## config.mk

```make
export PLATFORM = sky130hd
export DESIGN_NAME = uart_rx_frame_parser
export DESIGN_NICKNAME = d
export VERILOG_FILES = /design/src/rtl/uart_rx_frame_parser_pkg.sv /design/src/rtl/uart_rx_frame_parser_timeout.sv /design/src/rtl/uart_rx_frame_parser.sv
export SDC_FILE = /design/constraint.sdc
export NUM_CORES = 1
export LEC_CHECK = 0
export BUFFER_PORTS_ARGS = -buffer_cell sky130_fd_sc_hd__buf_2
export CORE_UTILIZATION = 50
export CTS_BUF_LIST = sky130_fd_sc_hd__clkbuf_8
export CTS_CLUSTER_SIZE = 10
export DETAILED_ROUTE_END_ITERATION = 8
export PLACE_DENSITY = 0.71
export SYNTH_ARGS = -nofsm -noshare
export SYNTH_HDL_FRONTEND = slang
export SYNTH_SLANG_ARGS = --single-unit
```

## constraint.sdc

```tcl
create_clock -name i_CLK -period 6.3 [get_ports i_CLK]
set_clock_uncertainty 0.05 [all_clocks]
set_input_delay 1.26 -clock i_CLK [delete_from_list [all_inputs] [get_ports i_CLK]]
set_output_delay 1.26 -clock i_CLK [all_outputs]
set_load 0.01 [all_outputs]
```

## src/rtl/uart_rx_frame_parser_pkg.sv

```systemverilog
// Shared definitions for the UART frame parser: FSM encoding, field widths,
// default sync marker and the checksum rule.
package uart_rx_frame_parser_pkg;

    typedef enum logic [2:0] {
        S_IDLE    = 3'd0,
        S_CMD     = 3'd1,
        S_LEN     = 3'd2,
        S_PAYLOAD = 3'd3,
        S_CHK     = 3'd4
    } state_t;

    localparam logic [7:0] SYNC_BYTE_DEFAULT = 8'hA5;
    localparam int         CHK_W             = 8;
    localparam int         LEN_W             = 4;

    // A frame is good when the running sum plus the CHK byte wraps to zero.
    function automatic logic checksum_ok(input logic [CHK_W-1:0] sum,
                                         input logic [CHK_W-1:0] chk);
        logic [CHK_W-1:0] total;
        total = sum + chk;
        return total == '0;
    endfunction

endpackage

```

## src/rtl/uart_rx_frame_parser_timeout.sv

```systemverilog
// Inter-byte watchdog: counts idle clocks while enabled and flags expiry on
// the last allowed idle cycle. Clearing restarts the count from zero.
module uart_rx_frame_parser_timeout #(
    parameter int c_TIMEOUT_CYCLES = 4340
) (
    input  logic i_CLK,
    input  logic i_RESET,
    input  logic i_CLEAR,
    input  logic i_ENABLE,
    output logic o_EXPIRED
);

    localparam int              CNT_W = $clog2(c_TIMEOUT_CYCLES);
    localparam logic [CNT_W-1:0] LAST = CNT_W'(c_TIMEOUT_CYCLES - 1);

    logic [CNT_W-1:0] count;

    // Elapsed-idle counter; parks at LAST so it can never wrap back to zero.
    always_ff @(posedge i_CLK) begin
        if (i_RESET || i_CLEAR) begin
            count <= '0;
        end else if (i_ENABLE && (count != LAST)) begin
            count <= count + CNT_W'(1);
        end
    end

    assign o_EXPIRED = i_ENABLE && (count == LAST);

endmodule

```

## src/rtl/uart_rx_frame_parser.sv

```systemverilog
// Parses SYNC/CMD/LEN/PAYLOAD/CHK frames from the UART receiver byte stream,
// publishes verified frames and pulses one error flag for malformed or
// stalled frames.
module uart_rx_frame_parser
    import uart_rx_frame_parser_pkg::*;
#(
    parameter int         c_MAX_PAYLOAD    = 8,
    parameter logic [7:0] c_SYNC_BYTE      = SYNC_BYTE_DEFAULT,
    parameter int         c_TIMEOUT_CYCLES = 4340
) (
    input  logic                       i_CLK,
    input  logic                       i_RESET,
    input  logic [7:0]                 i_RX_DATA,
    input  logic                       i_RX_DATA_VALID,
    output logic [7:0]                 o_CMD,
    output logic [8*c_MAX_PAYLOAD-1:0] o_PAYLOAD,
    output logic [LEN_W-1:0]           o_PAYLOAD_LEN,
    output logic                       o_FRAME_VALID,
    output logic                       o_ERR_CHECKSUM,
    output logic                       o_ERR_LENGTH,
    output logic                       o_ERR_TIMEOUT,
    output logic                       o_BUSY
);

    localparam int         PL_W      = 8 * c_MAX_PAYLOAD;
    localparam logic [7:0] MAX_LEN_B = 8'(c_MAX_PAYLOAD);

    state_t             state;
    state_t             state_nxt;
    logic [7:0]         cmd_stage;
    logic [LEN_W-1:0]   len_stage;
    logic [LEN_W-1:0]   idx;
    logic [CHK_W-1:0]   sum;
    logic [PL_W-1:0]    pl_stage;
    logic               expired;
    logic               timer_clear;
    logic               timer_enable;
    logic               frame_ok_p0;
    logic               chk_err_p0;
    logic               len_err_p0;
    logic               tmo_p0;

    // Staging may still hold bytes of an earlier, longer frame; mask them off.
    function automatic logic [PL_W-1:0] zero_fill(input logic [PL_W-1:0]  pl,
                                                  input logic [LEN_W-1:0] len);
        logic [PL_W-1:0] r;
        r = '0;
        for (int k = 0; k < c_MAX_PAYLOAD; k++) begin
            if (LEN_W'(k) < len) begin
                r[8*k +: 8] = pl[8*k +: 8];
            end
        end
        return r;
    endfunction

    // A strobe always wins over expiry, so the timer restarts on every byte.
    assign timer_clear  = i_RX_DATA_VALID || (state == S_IDLE);
    assign timer_enable = (state != S_IDLE);

    uart_rx_frame_parser_timeout #(
        .c_TIMEOUT_CYCLES (c_TIMEOUT_CYCLES)
    ) u_timeout (
        .i_CLK     (i_CLK),
        .i_RESET   (i_RESET),
        .i_CLEAR   (timer_clear),
        .i_ENABLE  (timer_enable),
        .o_EXPIRED (expired)
    );

    // FSM state register.
    always_ff @(posedge i_CLK) begin
        if (i_RESET) begin
            state <= S_IDLE;
        end else begin
            state <= state_nxt;
        end
    end

    // Next-state logic: advance only on strobes; a stall inside a frame aborts it.
    always_comb begin
        state_nxt = state;
        if (i_RX_DATA_VALID) begin
            case (state)
                S_IDLE:    if (i_RX_DATA == c_SYNC_BYTE) state_nxt = S_CMD;
                S_CMD:     state_nxt = S_LEN;
                S_LEN: begin
                    if (i_RX_DATA > MAX_LEN_B)  state_nxt = S_IDLE;
                    else if (i_RX_DATA == 8'd0) state_nxt = S_CHK;
                    else                        state_nxt = S_PAYLOAD;
                end
                S_PAYLOAD: if (idx == len_stage - LEN_W'(1)) state_nxt = S_CHK;
                S_CHK:     state_nxt = S_IDLE;
                default:   state_nxt = S_IDLE;
            endcase
        end else if (expired) begin
            state_nxt = S_IDLE;
        end
    end

    // Output decode: at most one of these can be true because each needs a distinct state or no strobe.
    always_comb begin
        frame_ok_p0 = 1'b0;
        chk_err_p0  = 1'b0;
        len_err_p0  = 1'b0;
        tmo_p0      = 1'b0;
        if (i_RX_DATA_VALID) begin
            if (state == S_CHK) begin
                frame_ok_p0 = checksum_ok(sum, i_RX_DATA);
                chk_err_p0  = !checksum_ok(sum, i_RX_DATA);
            end
            if (state == S_LEN) begin
                len_err_p0 = (i_RX_DATA > MAX_LEN_B);
            end
        end else begin
            tmo_p0 = expired;
        end
    end

    // Staging buffer, payload index and running checksum.
    always_ff @(posedge i_CLK) begin
        if (i_RESET) begin
            cmd_stage <= '0;
            len_stage <= '0;
            idx       <= '0;
            sum       <= '0;
            pl_stage  <= '0;
        end else if (i_RX_DATA_VALID) begin
            case (state)
                S_CMD: begin
                    cmd_stage <= i_RX_DATA;
                    sum       <= i_RX_DATA;
                end
                S_LEN: begin
                    len_stage <= i_RX_DATA[LEN_W-1:0];
                    sum       <= sum + i_RX_DATA;
                    idx       <= '0;
                end
                S_PAYLOAD: begin
                    for (int k = 0; k < c_MAX_PAYLOAD; k++) begin
                        if (idx == LEN_W'(k)) begin
                            pl_stage[8*k +: 8] <= i_RX_DATA;
                        end
                    end
                    sum <= sum + i_RX_DATA;
                    idx <= idx + LEN_W'(1);
                end
                default: ;
            endcase
        end
    end

    // Registered status pulses; published fields change only on a good frame.
    always_ff @(posedge i_CLK) begin
        if (i_RESET) begin
            o_CMD          <= '0;
            o_PAYLOAD      <= '0;
            o_PAYLOAD_LEN  <= '0;
            o_FRAME_VALID  <= 1'b0;
            o_ERR_CHECKSUM <= 1'b0;
            o_ERR_LENGTH   <= 1'b0;
            o_ERR_TIMEOUT  <= 1'b0;
        end else begin
            o_FRAME_VALID  <= frame_ok_p0;
            o_ERR_CHECKSUM <= chk_err_p0;
            o_ERR_LENGTH   <= len_err_p0;
            o_ERR_TIMEOUT  <= tmo_p0;
            if (frame_ok_p0) begin
                o_CMD         <= cmd_stage;
                o_PAYLOAD_LEN <= len_stage;
                o_PAYLOAD     <= zero_fill(pl_stage, len_stage);
            end
        end
    end

    assign o_BUSY = (state != S_IDLE);

endmodule

```

-- Word-level counts from Yosys, hierarchy flattened
Index checks and enable logic that the tools add are counted.
- bits in registers: 184
- input bits: 11
- output and inout bits: 81
- word-level logic and storage cells: 103
- $add $sub $neg: 4
- magnitude comparators: 9
- eq/ne operators: 17
- multiplexer cells: 19
- bitwise logic cells: 3
- reduce and logical (&&, ||, !) cells: 30
- operators by type and width (cell ; count):
    $mux 8 ; 8
    $reduce_and 3->1 ; 9
    $mux 3 ; 6
    $eq 4x3->1 const B ; 4
    $logic_not 8->1 ; 2
    $lt 3x4->1 const A ; 4
    $pmux 8 s2 ; 1
    $add 13x1->13 const B ; 1
    $eq 13x13->1 const B ; 1
    $ne 13x13->1 const B ; 1
    $pmux 3 s4 ; 1
    $add 8x8->8 ; 1
    $eq 4x2->1 const B ; 2
    $eq 8x8->1 const B ; 1
    $gt 8x4->1 const B ; 1
    $lt 1x4->1 const A ; 2
    $lt 2x4->1 const A ; 2
    $pmux 4 s2 ; 1
    $reduce_and 2->1 ; 4
    $eq 3x2->1 const B ; 2
    $reduce_bool 2->1 ; 3
    $reduce_or 3->1 ; 2
    $add 4x1->4 const B ; 1
    $eq 4x1->1 const B ; 1
    15 further kinds ; 21

-- Longest topological paths before layout
Gate-level depths: netlist (run 1).
- word-level depth: 5
- mapped depth: 11
- depth with buffers taken out: 9

-- Modules after synthesis
From an unflattened synthesis (run 1), not the netlist that was laid out.
- cells, all modules: 909
- area total of the unflattened synthesis: 8150.3 µm²
- modules (own cells, without submodules) (module ; times used ; cells an instance ; area each (µm²)):
    uart_rx_frame_parser ; 1 ; 821 ; 7402.1
    uart_rx_frame_parser_timeout ; 1 ; 88 ; 748.2

-- Least setup slack after synthesis (run 1)
OpenSTA, ideal clock, no wires.
- path kind: input -> register
- from: input port i_RX_DATA[1]
- to: register o_PAYLOAD[16]
- library setup time: 120 ps
- arrival: 3427 ps
- setup slack: 2703 ps
- stages: 11
- buffers on the path: 3
- path through: clkbuf_1 > inv_1 > fa_1 > nor2b_1 > o21ai_0 > a311oi_2 > and4_1 > nand3_1 > buf_6 > buf_6 > mux2i_1
- word-level cells in the longest chain between the ends: 4
- RTL lines (item ; RTL line ; source):
    start, declared ; uart_rx_frame_parser.sv:13 ; input logic [7:0] i_RX_DATA,
    $add 8x8->8 ; uart_rx_frame_parser_pkg.sv:21 ; total = sum + chk;
    $logic_not 8->1 ; uart_rx_frame_parser_pkg.sv:22 ; return total == '0;
    $mux 1 ; uart_rx_frame_parser.sv:107 ; if (state == S_CHK) begin
    $mux 1 ; uart_rx_frame_parser.sv:106 ; if (i_RX_DATA_VALID) begin
    end signal, assigned ; uart_rx_frame_parser.sv:170 ; o_PAYLOAD <= zero_fill(pl_stage, len_stage);
    end, declared ; uart_rx_frame_parser.sv:16 ; output logic [8*c_MAX_PAYLOAD-1:0] o_PAYLOAD,
No other way between the ends.
A chain may end at the register's enable or synchronous reset.

-- Final worst setup path (run 1)
- from: input port i_RX_DATA[0]
- to: register o_PAYLOAD[11]
Same word-level chain as after synthesis.

==> results.txt, run 1 <==
status = complete, no violations
Slew @ Worst Pin = 0.9662 ns
total clock sinks = 184
Yosys warnings = 0
Die Height = 128.1 um
Async S/R FF share, synth = 0
drt first pass iters = 5
first-pass GRT wire length = 28750 um
hpwl dp = 11220 um
Final WS setup = 2.071 ns
largest net degree at the start of global routing = 84
leakage power = 3.533 nW
endpoints failing hold = 0
P&R area growth vs syn = 10.83%
placed cell count = 1185
routed vias/inst = 5.326
Hold Crit Endpoint = pl_stage[13]
CTS tree = done
hold_sp = pl_stage[13]
final worst-path cycle share = 0.6712
R2R Setup Slk = 2.89 ns
number of synthesized register bits = 184
most frequent cells in the layout = nand2_1, dfxtp_1, a21oi_1
Hold Crit Class = flip-flop to flip-flop
kind of end point of the critical path = flip-flop
Max-slew headroom = 0.3559
Worst path max stage delay = 0.74 ns
RSZ-0062 raised after global routing = no
Initial DRC Count = 412
syn nets = 972
post-synth top area share = 0.4635
CTS resizes = 0
Worst Path Arrival = 4.49 ns
Residual DRC = 0
top post-synthesis cells by area = dfxtp_1, nand2_1, mux2i_1
Finish-stage setup viols = 0
Syn Std Cell Area = 0.007946 mm^2
Boundary Pins = 92
CP Class = input pin to flip-flop
Final #Nets = 1020
count of cell types in the netlist = 47
Total Routing Usage GR = 0.2209
reg2reg path depth = 10
Synth Flop Type = dfxtp_1
Wirelength per Cell = 14.47 um
Synth area leader = dfxtp_1
CP required = 6.56 ns
commonest non-fill, non-tap cell in the layout = nand2_1
Total Neg Setup Slack = 0 ns
post-synthesis sequential area ratio = 0.4635
Initial Utilization = 0.5170
RR Startpoint = sum[0]
fin util = 0.5730
Routed Antenna Nets = 0
MaxCap Viol Count = 0
Die X = 128.1 um
Max Buffers Root-to-Sink = 2
Setup WS pre-CTS = 1.679 ns
CTS H-tree depth = 4
CTS Hold Bufs = 0
fmax = 0.2365 GHz
TritonCTS buffer count = 17
Routed WL = 17580 um
vias in the first global route = 5691
Placer Congestion = 0.8083
Setup Fix Bufs, Post-CTS = 0
root buf cell = clkbuf_8
critical path peak fanout = 56
Core Region = 0.01537 mm^2
Finished Layout Cells = 1215
Crit-path slowest cell = and4_1
PwrDens = 225.9 mW/mm^2
crit path cell chain = buf_2 -> ha_1 -> inv_1 -> fa_1 -> nor2b_1 -> o21ai_0 -> a311oi_2 -> and4_1 -> nand3_4 -> buf_4 -> mux2i_1
number of enable flip-flop cells after synthesis = 0
Worst setup SP type = input pin
Final Critical Period = 4.229 ns
detailed-route via count = 6471
Remaining Overflow, GRT = 0
initial antenna violation count = 0
final slew viol count = 0
Hold Path Depth = 2
die area = 0.01640 mm^2
synthesized instance count = 945
FF-to-FF End = o_PAYLOAD[11]
Mapped Avg Cell Area = 8.409 um^2
layout cells sized above 1 = 0.1285
clock slew at reported path FFs = 0.08 ns
num rows = 45
Cell Area, Placed = 0.008436 mm^2
# port buffers = 91
Max IR drop VDD = 0.1278 mV
clk_lat worst skew = 0.46 ns
post-route cell area = 0.008807 mm^2
# diodes = 0
## cells by family after synthesis
family | after synthesis | synth area share
flops | 184 | 0.4635
fa+ha+maj | 16 | 0.02614
simple gates | 408 | 0.2430
buf+inv | 81 | 0.04346
mux | 67 | 0.08440
xor+xnor | 20 | 0.02204
compound gates | 169 | 0.1175
## report_power, final
group | switching [W] | total, W | internal [W] | leakage, nW
Combinational | 0.0000471 | 0.0000642 | 0.0000171 | 1.85
Sequential | 0.000000208 | 0.00116 | 0.00116 | 1.48
Clock | 0.000400 | 0.000764 | 0.000364 | 0.203
Total | 0.000447 | 0.00199 | 0.00154 | 3.53
## layer usage
layer  track usage  share of wire  vias to the layer above
li1              -              -                     3291
met1        0.3090           0.49                     3024
met2        0.3434           0.45                      131
met3       0.04132          0.039                       25
met4       0.07197          0.017                        0
met5             0              0                        -
## cell type report
type | count | area (um^2)
Clock buffer | 19 | 261.5
Clock inverter | 11 | 110.1
Fill cell | 1430 | 6564
Inverter | 13 | 48.80
Multi-Input combinational cell | 680 | 3936
Sequential cell | 184 | 3684
Tap cell | 211 | 264.0
Timing Repair Buffer | 97 | 503.0
## synth_stat cells, types with 5 or more instances
master    number
xnor2_1       10
o21ai_0       33
nor2_1        48
nand2b_1      59
mux2i_1       67
buf_6          5
clkbuf_1      58
or3_1          7
nand3_1       38
nand2_1      187
dfxtp_1      184
o211ai_1       7
inv_1         13
a21oi_1      110
nor3_1         9
and2_1        13
nand4_1       25
xor2_1        10
ha_1          15
## registers in the layout (all words and copies together) (netlist names), 3 cells and up
| register | flops |
|---|---|
| cmd_stage | 8 |
| u_timeout.count | 13 |
| len_stage | 4 |
| sum | 8 |
| state | 3 |
| pl_stage | 64 |
| o_CMD | 8 |
| idx | 4 |
| o_PAYLOAD | 64 |
| o_PAYLOAD_LEN | 4 |
## through the flow
step                      total power [W]  hold WS (ns)
after floorplan                  0.001233        0.3817
after global placement           0.001253        0.3874
after detailed placement         0.001253        0.3956
after CTS                        0.002005        0.4087
after global routing             0.002061        0.4224
final                            0.001990        0.4073
## critical path: cells and delay by family
kind	cells	cell delay, ns
buffers and inverters	3	0.77
AO/OA/AOI/OAI	2	0.45
multiplexers	1	0.22
AND/OR/NAND/NOR	3	1.04
adder cells (fa/ha/maj)	2	0.64
## how the worst max path moves through the flow
stage	end	slack, ns	startpoint
6_report	o_PAYLOAD[11]	2.07	i_RX_DATA[0]
5_1_grt	o_PAYLOAD[6]	1.86	i_RX_DATA[0]
3_3_place_gp	o_PAYLOAD[5]	1.74	i_RX_DATA[0]
3_5_place_dp	o_PAYLOAD[29]	1.68	i_RX_DATA[0]
2_1_floorplan	o_PAYLOAD[16]	2.70	i_RX_DATA[1]
4_1_cts	o_PAYLOAD[29]	2.15	i_RX_DATA[0]
Note: power is estimated with default switching activity, not from simulation.
==> run 2, diff against run 1 <==
Clock period 6.3 ns to 4.4 ns, I/O delays scaled along.
==> run 2 against run 1 <==
Effect of this change: total power increased by 51%; combinational power increased by 46%; largest cell class unchanged; non-clock buffer count rose by 2; sequential share of layout area decreased by 0.42 points; critical path type unchanged; register-to-register slack got worse by 1.4 ns; cell area rose by 1.0%; via count about the same; worst setup slack worse by 1.0 ns.
==> results.txt, run 2 (same netlist as run 1, synthesis figures left out) <==
Total Neg Setup Slack = 0 ns (unchanged)
Hold Crit Endpoint = pl_stage[31]
clk_lat worst skew = 0.47 ns (about the same)
RR Startpoint = sum[0]
R2R Setup Slk = 1.47 ns (-1.42 ns)
routed vias/inst = 5.311 (-0.28%)
sequential share of power = 0.555 (-0.029)
Final #Nets = 1022 (+0.20%)
die area = 0.01640 mm^2 (unchanged)
Finish-stage setup viols = 0 (unchanged)
hpwl dp = 11390 um (+1.5%)
fmax = 0.2970 GHz
Core Region = 0.01537 mm^2 (unchanged)
clock slew at reported path FFs = 0.08 ns (about the same)
NetSw = 0.0006659 W (+49%)
Die X = 128.1 um (unchanged)
kind of end point of the critical path = flip-flop
endpoints failing hold = 0 (unchanged)
Slew @ Worst Pin = 0.9439 ns (-0.02235 ns)
Initial Utilization = 0.5170 (unchanged)
Placer Congestion = 0.7926 (-1.9%)
PwrDens = 337.1 mW/mm^2 (+49%)
Max IR drop VDD = 0.1854 mV (+45%)
Die Height = 128.1 um (unchanged)
critical path peak fanout = 42 (-25%)
Total Routing Usage GR = 0.2232 (+0.002327)
combinational share of power = 0.031 (about the same)
Largest regs = o_PAYLOAD (64), pl_stage (64), u_timeout.count (13)
internal power = 0.002334 W (+51%)
detailed-route via count = 6469 (-0.031%)
Hold Path Depth = 2 (unchanged)
Residual DRC = 0 (unchanged)
Initial DRC Count = 478 (+16%)
final worst-path cycle share = 0.7653
Boundary Pins = 92 (unchanged)
Worst setup SP type = input pin
vias in the first global route = 5696 (+0.088%)
leakage power = 3.570 nW (+1.0%)
hold_sp = pl_stage[31]
Setup WS pre-CTS = 0.5598 ns (-1.120 ns)
MaxCap Viol Count = 0 (unchanged)
Setup Fix Bufs, Post-CTS = 0 (unchanged)
Final Critical Period = 3.367 ns
RSZ-0062 raised after global routing = no
CP Class = input pin to flip-flop
P&R area growth vs syn = 11.97%
Remaining Overflow, GRT = 0 (unchanged)
status = complete, no violations
drt first pass iters = 5 (unchanged)
Final WS setup = 1.033 ns (-1.039 ns)
root buf cell = clkbuf_8
initial antenna violation count = 0 (unchanged)
reg2reg path depth = 10 (unchanged)
switching share of power = 0.2220 (-0.002679)
first-pass GRT wire length = 28860 um (+0.38%)
TritonCTS buffer count = 17 (unchanged)
total clock sinks = 184 (unchanged)
clock network power share = 0.414 (+0.030)
CTS resizes = 0 (unchanged)
CP required = 4.70 ns (-1.86 ns)
# port buffers = 91 (unchanged)
most frequent cells in the layout = nand2_1, dfxtp_1, a21oi_1
Max Buffers Root-to-Sink = 2 (unchanged)
Wirelength per Cell = 14.74 um (+1.9%)
CTS H-tree depth = 4 (unchanged)
FF-to-FF End = o_PAYLOAD[27]
layout cells sized above 1 = 0.1341 (+0.005576)
Worst Path Arrival = 3.67 ns (-0.82 ns)
# diodes = 0 (unchanged)
CTS Hold Bufs = 0 (unchanged)
Routed Antenna Nets = 0 (unchanged)
Routed WL = 17960 um (+2.1%)
Hold Crit Class = flip-flop to flip-flop
CTS tree = done
commonest non-fill, non-tap cell in the layout = nand2_1
Max-slew headroom = 0.3684 (+0.01257)
final slew viol count = 0 (unchanged)
largest net degree at the start of global routing = 78 (-7.1%)
num rows = 45 (unchanged)
run 2: stage by stage:
| step | power, W | hold slack [ns] | std cells | area [um^2] | util |
|---|---|---|---|---|---|
| 6_report | 0.002999 | 0.4063 | 1218 | 8897 | 0.5788 |
| 5_1_grt | 0.003098 | 0.4223 | 1218 | 8897 | 0.5788 |
| 4_1_cts | 0.003023 | 0.4080 | 1218 | 8897 | 0.5788 |
| 3_5_place_dp | 0.001796 | 0.3939 | 1187 | 8463 | 0.5506 |
| 3_3_place_gp | 0.001796 | 0.3883 | 1187 | 8463 | 0.5506 |
| 2_1_floorplan | 0.001765 | 0.3817 | 945 | 7946 | - |
run 2: layout make-up:
type | count | area [um^2]
repair buffers | 99 | 530.5
well taps | 211 | 264.0
clock inverters | 12 | 172.7
fillers | 1408 | 6474
inverters | 13 | 48.80
clock buffers | 19 | 261.5
flip-flops and latches | 184 | 3684
multi-input cells | 680 | 3936
run 2: worst max-delay path, cell delays in order:
cell and delay [ns]:
buf_2 0.29, ha_1 0.25, inv_1 0.06, fa_1 0.39, nor2b_1 0.20, o21ai_0 0.15, a311oi_2 0.32, and4_1 0.30
nand3_4 0.29, buf_12 0.34, mux2i_1 0.15
run 2: worst max-delay path by stage:
stage | startpoint | to
4_1_cts | i_RX_DATA[0] | o_PAYLOAD[27]
5_1_grt | i_RX_DATA[0] | o_PAYLOAD[27]
2_1_floorplan | i_RX_DATA[1] | o_PAYLOAD[16]
3_5_place_dp | i_RX_DATA[0] | o_PAYLOAD[45]
6_report | i_RX_DATA[0] | o_PAYLOAD[27]
3_3_place_gp | i_RX_DATA[0] | o_PAYLOAD[34]
run 2: power groups by stage:
stage                logic, W  registers (W)  clock network (W)
CTS                 0.0000933        0.00166            0.00127
floorplan           0.0000617        0.00170                  0
global placement    0.0000923        0.00170                  0
global route        0.0000992        0.00166            0.00133
finish              0.0000936        0.00166            0.00124
detailed placement  0.0000929        0.00170                  0
run 2: routing by layer:
metal	global-route usage	routed length [um]	vias up	part of all wire
met4	0.08097	295	0	0.016
met2	0.3491	8171	154	0.46
li1	-	-	3298	-
met5	0	0	-	0
met3	0.04090	778	21	0.043
met1	0.3078	8710	2996	0.49
